`config.mk`:
```
export PLATFORM = sky130hd
export DESIGN_NAME = reorder_retire
export DESIGN_NICKNAME = d
export VERILOG_FILES = /design/src/rtl/cpu_pkg.sv /design/src/rtl/rob_ptr.sv /design/src/rtl/reorder_retire.sv
export SDC_FILE = /design/constraint.sdc
export NUM_CORES = 1
export LEC_CHECK = 0
export ABC_CLOCK_PERIOD_IN_PS = 2700
export BUFFER_PORTS_ARGS = -buffer_cell sky130_fd_sc_hd__buf_2
export CAP_MARGIN = 20
export CORE_ASPECT_RATIO = 0.5
export CORE_MARGIN = 2
export CORE_UTILIZATION = 62
export CTS_CLUSTER_SIZE = 10
export DETAILED_ROUTE_END_ITERATION = 8
export PLACE_DENSITY = 0.8
export SLEW_MARGIN = 15
export SYNTH_ARGS = -nofsm -noshare
export SYNTH_HDL_FRONTEND = slang
export SYNTH_HIERARCHICAL = 1
export SYNTH_SLANG_ARGS = --single-unit
```
`constraint.sdc`:
```
create_clock -name clk -period 2.7 [get_ports clk]
set_input_delay 0.54 -clock clk [delete_from_list [all_inputs] [get_ports clk]]
set_output_delay 0.54 -clock clk [all_outputs]
set_load 0.01 [all_outputs]
```
`src/rtl/cpu_pkg.sv`:
```
// Shared core widths and the reorder-buffer entry layout; the rename stage imports the same package.
package cpu_pkg;

    localparam int ROB_DEPTH = 16;
    localparam int PTR_W     = $clog2(ROB_DEPTH);
    localparam int PHYS_W    = 6;
    localparam int ARCH_W    = 5;

    typedef struct packed {
        logic              valid;
        logic              done;
        logic [ARCH_W-1:0] rd;
        logic [PHYS_W-1:0] phys_rd;
        logic [PHYS_W-1:0] old_phys_rd;
    } rob_entry_t;

endpackage

```
`src/rtl/rob_ptr.sv`:
```
// Wrap-bit pointer: W index bits plus one lap bit, so equal indices can be told apart as full or empty.
module rob_ptr #(
    parameter int W = 4
) (
    input  logic         clk,
    input  logic         reset_n,
    input  logic         inc,
    output logic [W:0]   ptr
);

    // NOTE: state registers use non-blocking assignment so every flop samples pre-edge values.
    always_ff @(posedge clk or negedge reset_n) begin
        if (!reset_n)
            ptr <= '0;
        else if (inc)
            ptr <= ptr + (W+1)'(1);
    end

endmodule

```
`src/rtl/reorder_retire.sv`:
```
// In-order retirement buffer: allocates at tail, marks out-of-order completions, retires from head
// and returns the previous physical mapping of each retired instruction to rename.
module reorder_retire
    import cpu_pkg::*;
(
    input  logic              clk,
    input  logic              reset_n,
    input  logic              alloc_valid,
    input  logic [ARCH_W-1:0] alloc_rd,
    input  logic [PHYS_W-1:0] alloc_phys_rd,
    input  logic [PHYS_W-1:0] alloc_old_phys_rd,
    output logic [PTR_W-1:0]  alloc_tag,
    output logic              rob_full,
    output logic              rob_empty,
    input  logic              wb_valid,
    input  logic [PTR_W-1:0]  wb_tag,
    output logic              retire_valid,
    output logic [PHYS_W-1:0] retire_phys_reg,
    output logic [ARCH_W-1:0] retire_rd,
    output logic              overflow_err
);

    logic [PTR_W:0]   head;
    logic [PTR_W:0]   tail;
    logic [PTR_W-1:0] head_idx;
    logic [PTR_W-1:0] tail_idx;
    logic             do_alloc;
    logic             do_retire;
    logic             wb_hit;
    rob_entry_t       rob [ROB_DEPTH];

    assign head_idx  = head[PTR_W-1:0];
    assign tail_idx  = tail[PTR_W-1:0];
    assign rob_empty = (head == tail);
    assign rob_full  = (head_idx == tail_idx) && (head[PTR_W] != tail[PTR_W]);
    assign alloc_tag = tail_idx;

    // Full is judged on current pointers: a same-edge retire does not make room for this alloc.
    assign do_alloc  = alloc_valid && !rob_full;
    assign do_retire = !rob_empty && rob[head_idx].valid && rob[head_idx].done;
    assign wb_hit    = wb_valid && rob[wb_tag].valid;

    rob_ptr #(.W(PTR_W)) u_head_ptr (
        .clk     (clk),
        .reset_n (reset_n),
        .inc     (do_retire),
        .ptr     (head)
    );

    rob_ptr #(.W(PTR_W)) u_tail_ptr (
        .clk     (clk),
        .reset_n (reset_n),
        .inc     (do_alloc),
        .ptr     (tail)
    );

    // NOTE: the whole entry array is reset, since valid/done must be clear the instant reset lands.
    always_ff @(posedge clk or negedge reset_n) begin
        if (!reset_n) begin
            for (int i = 0; i < ROB_DEPTH; i++)
                rob[i] <= '0;
            retire_valid    <= 1'b0;
            retire_phys_reg <= '0;
            retire_rd       <= '0;
            overflow_err    <= 1'b0;
        end else begin
            retire_valid <= do_retire;
            overflow_err <= alloc_valid && rob_full;
            if (wb_hit)
                rob[wb_tag].done <= 1'b1;
            if (do_retire) begin
                rob[head_idx].valid <= 1'b0;
                rob[head_idx].done  <= 1'b0;
                retire_phys_reg     <= rob[head_idx].old_phys_rd;
                retire_rd           <= rob[head_idx].rd;
            end
            // Head and tail never share an index here: that needs full (no alloc) or empty (no retire).
            if (do_alloc)
                rob[tail_idx] <= '{valid: 1'b1, done: 1'b0, rd: alloc_rd,
                                   phys_rd: alloc_phys_rd, old_phys_rd: alloc_old_phys_rd};
        end
    end

endmodule
```
# After elaboration in Yosys (flattened, before gate mapping)
# Index checks and enable logic that the tools add are counted.
[classes]
muxes = 21
bitwise_logic = 3
n_eq_ne = 3
n_addsub = 2
n_reduce_logical = 11
n_lt_le_gt_ge = 6
[op_table]
columns = ["cell", "n"]
rows = [
  ["304-bit bitwise mux", 4],
  ["304-bit two-way mux", 3],
  ["19-bit demux with 4-bit select", 4],
  ["19-bit binary-select mux with 4-bit select", 2],
  ["19-bit two-way mux", 6],
  ["18-bit two-way mux", 2],
  ["5-bit >= comparator (second input constant)", 3],
  ["5-bit by 1-bit less-than comparator with 1-bit output (second input constant)", 3],
  ["4-bit NOT with 5-bit output", 3],
  ["5-bit by 1-bit adder with 5-bit output (second input constant)", 2],
  ["1-bit logical AND", 9],
  ["5-bit == test", 1],
  ["4-bit == test", 1],
  ["1-bit zero test", 2],
  ["1-bit inequality test", 1],
]
[word_totals]
in_bits = 25
regBits = 327
output_inout_bits = 19
elab_cells = 132

# Logic depth before layout (Yosys ltp)
[logic_depth]
depth_word = 12
mapped_depth = 10
ltp_nobuf = 7

# Hierarchy
# The synthesis kept the hierarchy.
[modules_own_cells]
columns = ["module", "area_each_um2", "cells_per_inst", "instances", "seq_area_each_um2"]
rows = [
  ["reorder_retire", 10402.5, 663, 1, 5530.3],
  ["rob_ptr", 200.2, 14, 2, 125.1],
]

# Worst setup path before layout
# Ideal clock, no wire load.
[synth_timing]
kind = "register to register"
from = "register u_head_ptr.ptr[0]"
to = "register u_head_ptr.ptr[1]"
setup_ps = 125
path_stages_with_launch = 10
n_path_buf = 3
t_arrival_ps = 2313
path_slack_ps = 263
required_time_ps = 2575
period_less_slack_ps = 2437
cell_sequence = "dfrtp_1 buf_4 buf_12 mux4_2 nand2b_1 nand4_1 or4b_4 buf_6 inv_1 mux2_2"
[synth_between]
elab_chain_cells = 6
elab_cells_between_ends = 9
cone_classes = "add/sub (1); eq/ne (1); mux (3); bitwise (1); reduce/logical (3)"
[synth_rtl]
columns = ["item", "line", "text"]
rows = [
  ["from (decl)", "rob_ptr.sv:8", "output logic [W:0] ptr"],
  ["from (signal assigned)", "rob_ptr.sv:16", "ptr <= ptr + (W+1)'(1);"],
  ["4-bit NOT with 5-bit output (implied by the code)", "reorder_retire.sv:40", "assign do_retire = !rob_empty && rob[head_idx].valid && rob[head_idx].done;"],
  ["19-bit binary-select mux with 4-bit select", "reorder_retire.sv:40", ""],
  ["19-bit two-way mux (2 in a row)", "--", ""],
  ["1-bit logical AND", "reorder_retire.sv:40", ""],
  ["1-bit logical AND (*)", "reorder_retire.sv:40", ""],
  ["named net do_retire", "reorder_retire.sv:28", "logic do_retire;"],
]
# The timed path passes the listed nets; every way through them passes the cells marked *. The select of a mux whose other input is x is not followed.
# A chain may end at the register's enable or synchronous reset.

# Final worst setup path
# Same ends and word-level chain as after synthesis.

==> impl_metrics.env <==
export IMPL_synth_distinct_cells=45
export IMPL_clock_sinks=231
export IMPL_drtAntennaViolNets=0
export IMPL_largest_register_ffs=208
export IMPL_firstDrtPassIters=5
export IMPL_antenna_found_initial=0
export IMPL_grt_pass1_wl_um=38400
export IMPL_crit_top_cell="mux2_2"
export IMPL_final_max_slew_viol_count=0
export IMPL_synth_most_common_cell="dfrtp_1"
export IMPL_worstPathCellList="buf_4 -> mux4_2 -> mux2_2 -> nor2_1 -> or4b_4 -> inv_1 -> mux2_2"
export IMPL_min_from="alloc_valid"
export IMPL_cp_slowest_cell="or4b_4"
export IMPL_p_leak_nw=5.36
export IMPL_drc_errors=0
export IMPL_dp_hpwl_um=15300
export IMPL_synth_top_family_by_area="multiplexers"
export IMPL_hold_class="in2reg"
export IMPL_grt_max_degree=60
export IMPL_die_h_um=97.3
export IMPL_synthAdderAreaFrac_pct=0.232
export IMPL_via_count=6335
export IMPL_synth_top_area_share_pct=53.5
export IMPL_ys_warn_count=6
export IMPL_rsz0062_at_grt="no"
export IMPL_io_pins=44
export IMPL_crit_path_start="u_head_ptr/ptr[0]$_DFFE_PN0P_"
export IMPL_wl_um=23900
export IMPL_crit_path_max_incr_delay_ns=0.62
export IMPL_grt_ovfl_total=0
export IMPL_core_area_um2=17200
export IMPL_end_kind="register"
export IMPL_cts_htree_levels=1
export IMPL_syn_area_per_cell_um2=15.6
export IMPL_die_area_um2=18600
export IMPL_clock_latency_ns=0.52
export IMPL_start_util_pct=62.7
export IMPL_total_power_mw=16.0
export IMPL_arrival_ns=3.01
export IMPL_drt_iter0_drc=550
export IMPL_r2r_cells=7
export IMPL_syn_to_final_growth_pct=12.4
export IMPL_max_freq_mhz=384
export IMPL_ys_ff_latch=231
export IMPL_synth_compound_area_share_pct=3.16
export IMPL_synth_edf_count=0
export IMPL_viasPerCell=6.45
export IMPL_power_density_nw_per_um2=1320
export IMPL_synthArstFlopShare_pct=100
export IMPL_ys_flop_type="dfrtp_1"
export IMPL_grt_pass1_vias=6720
export IMPL_routabilityCongestion=0.831
export IMPL_tns_ns=0
export IMPL_die_w_um=191
export IMPL_syn_num_nets=718
export IMPL_clock_skew_ns=0.00745
export IMPL_port_buffers=37
export IMPL_ir_worst_vdd_uv=635
export IMPL_setup_violations=0
export IMPL_cts_made_buffers=27
export IMPL_rows=34
export IMPL_tightest_slew_ns=0.946
export IMPL_clock_path_buffers=3
export IMPL_placed_area_um2=11400
export IMPL_synth_area_mux_share_pct=33.9
export IMPL_yosysSeqAreaShare_pct=53.5
export IMPL_synth_top_area_cell="dfrtp_1"
export IMPL_period_needed_ns=2.61
export IMPL_slew_headroom_pct=36.5
export IMPL_status="finished clean"
export IMPL_fin_nets=773
export IMPL_hold_depth=2
export IMPL_avgRoutedWirePerCell_um=24.4
export IMPL_r2r_start="u_head_ptr/ptr[0]$_DFFE_PN0P_"
export IMPL_syn_area_um2=10800
export IMPL_startpoint_type="register"
export IMPL_clockRootBuffer="clkbuf_16"
export IMPL_path_max_fanout=14
export IMPL_synth_cells=691
export IMPL_fillers=1108
export IMPL_insertedDiodeCount=0
export IMPL_cp_required_ns=3.11
export IMPL_synth_area_top_cells="dfrtp_1 54%, mux2_2 19%, mux4_2 13%"
export IMPL_critPathKind="reg2reg"
export IMPL_synth_commonest_cells="231 x dfrtp_1, 180 x mux2_2, 64 x mux4_2"
export IMPL_hold_viol=0
export IMPL_grt_usage_pct=27.2
export IMPL_drive_gt1_share_pct=50.5
export IMPL_final_cell_area_um2=12100
export IMPL_synth_xor_area_share_pct=1.12
export IMPL_cts_reportedPaths_clkPinSlew_ns=0.06
export IMPL_drv_cap=0
export IMPL_cts_tree="built"
export IMPL_period_share_pct=96.5
export IMPL_yosys_area_share_simple_pct=5.47
[area by class of cell]
class,instances,area (um2),area share (%)
flip-flops and latches,231,5790,47.7
multi-input cells,407,4750,39.1
clock buffers,29,683,5.63
repair buffers,72,573,4.72
well taps,234,293,2.41
clock inverters,2,28.8,0.237
inverters,7,26.3,0.216
[through the flow]
step / hold WS, ns / utilization [%] / setup slack (ns) / cells
2_1_floorplan: 0.244 / - / 0.263 / 691
3_3_place_gp: 0.472 / 66.1 / 0.202 / 946
3_5_place_dp: 0.484 / 66.1 / 0.173 / 946
4_1_cts: 0.271 / 70.5 / 0.0525 / 982
5_1_grt: 0.285 / 70.5 / 0.0307 / 982
6_report: 0.275 / 70.5 / 0.0941 / 982
[worst max-delay path, delay by kind of cell (launching register included)]
| family | cells | cell delay, ns |
|---|---|---|
| muxes | 3 | 0.91 |
| and+or+nand+nor | 2 | 0.67 |
| DFF | 1 | 0.49 |
| buffers and inverters | 2 | 0.41 |
[final timing paths]
| check | slack (ns) | endpoint |
|---|---|---|
| setup / recovery | 0.09 | u_head_ptr/ptr[1]$_DFFE_PN0P_ |
| hold / removal | 0.28 | overflow_err$_DFF_PN0_ |
| setup reg to reg | 0.09 | u_head_ptr/ptr[1]$_DFFE_PN0P_ |
| hold reg to reg | 0.50 | rob[167]$_DFFE_PN0P_ |
| max in group asynchronous | 1.40 | rob[114]$_DFFE_PN0P_ |
| min in group asynchronous | 0.55 | retire_valid$_DFF_PN0_ |
[per-layer routing]
layer / part of all wire (%) / GRT usage [%] / vias to the layer above
met1: 45 / 40.5 / 3415
met2: 49 / 43.0 / 183
met4: 1.6 / 6.38 / 0
li1: - / - / 2708
met5: 0 / 0 / -
met3: 5.1 / 4.19 / 29
[repair_timing]
| action | in CTS | in global routing |
|---|---|---|
| hold buffers | 1 | 0 |
| gates cloned | 0 | 0 |
| pin swaps | 1 | 0 |
| endpoints found under the hold margin | 55 | 0 |
| resized for setup | 3 | 1 |
| endpoints found under the setup margin | 2 | 1 |
| buffers inserted | 4 | 0 |
[logic make-up (layout without fill, tap and decap cells)]
| kind of cell | Yosys count | count (layout) |
|---|---|---|
| AOI/OAI and AO/OA | 48 | 48 |
| xor gates and xnor gates | 13 | 13 |
| adders and majority gates | 2 | 2 |
| buffers and inverters | 53 | 110 |
| DFF | 231 | 231 |
| muxes | 259 | 259 |
| and+or+nand+nor | 85 | 85 |
[placed cells by master, fill, tap and decap left out, drive strengths merged, types with 8 or more instances in the layout]
master,netlist,final
dfrtp,231,231
nand4,9,9
nor2,8,8
a211oi,12,12
a2bb2oi,12,12
clkbuf,23,29
nand3,15,15
nor2b,9,9
a21oi,9,9
mux4,64,64
and3,15,15
mux2,190,190
buf,23,71
inv,7,9
[report_power, final]
part | internal, mW | switching [mW]
registers | 5.15 | 0.929
clock network | 1.78 | 1.31
logic | 3.90 | 2.93
total | 10.8 | 5.17
(Power assumes the default switching activity.)
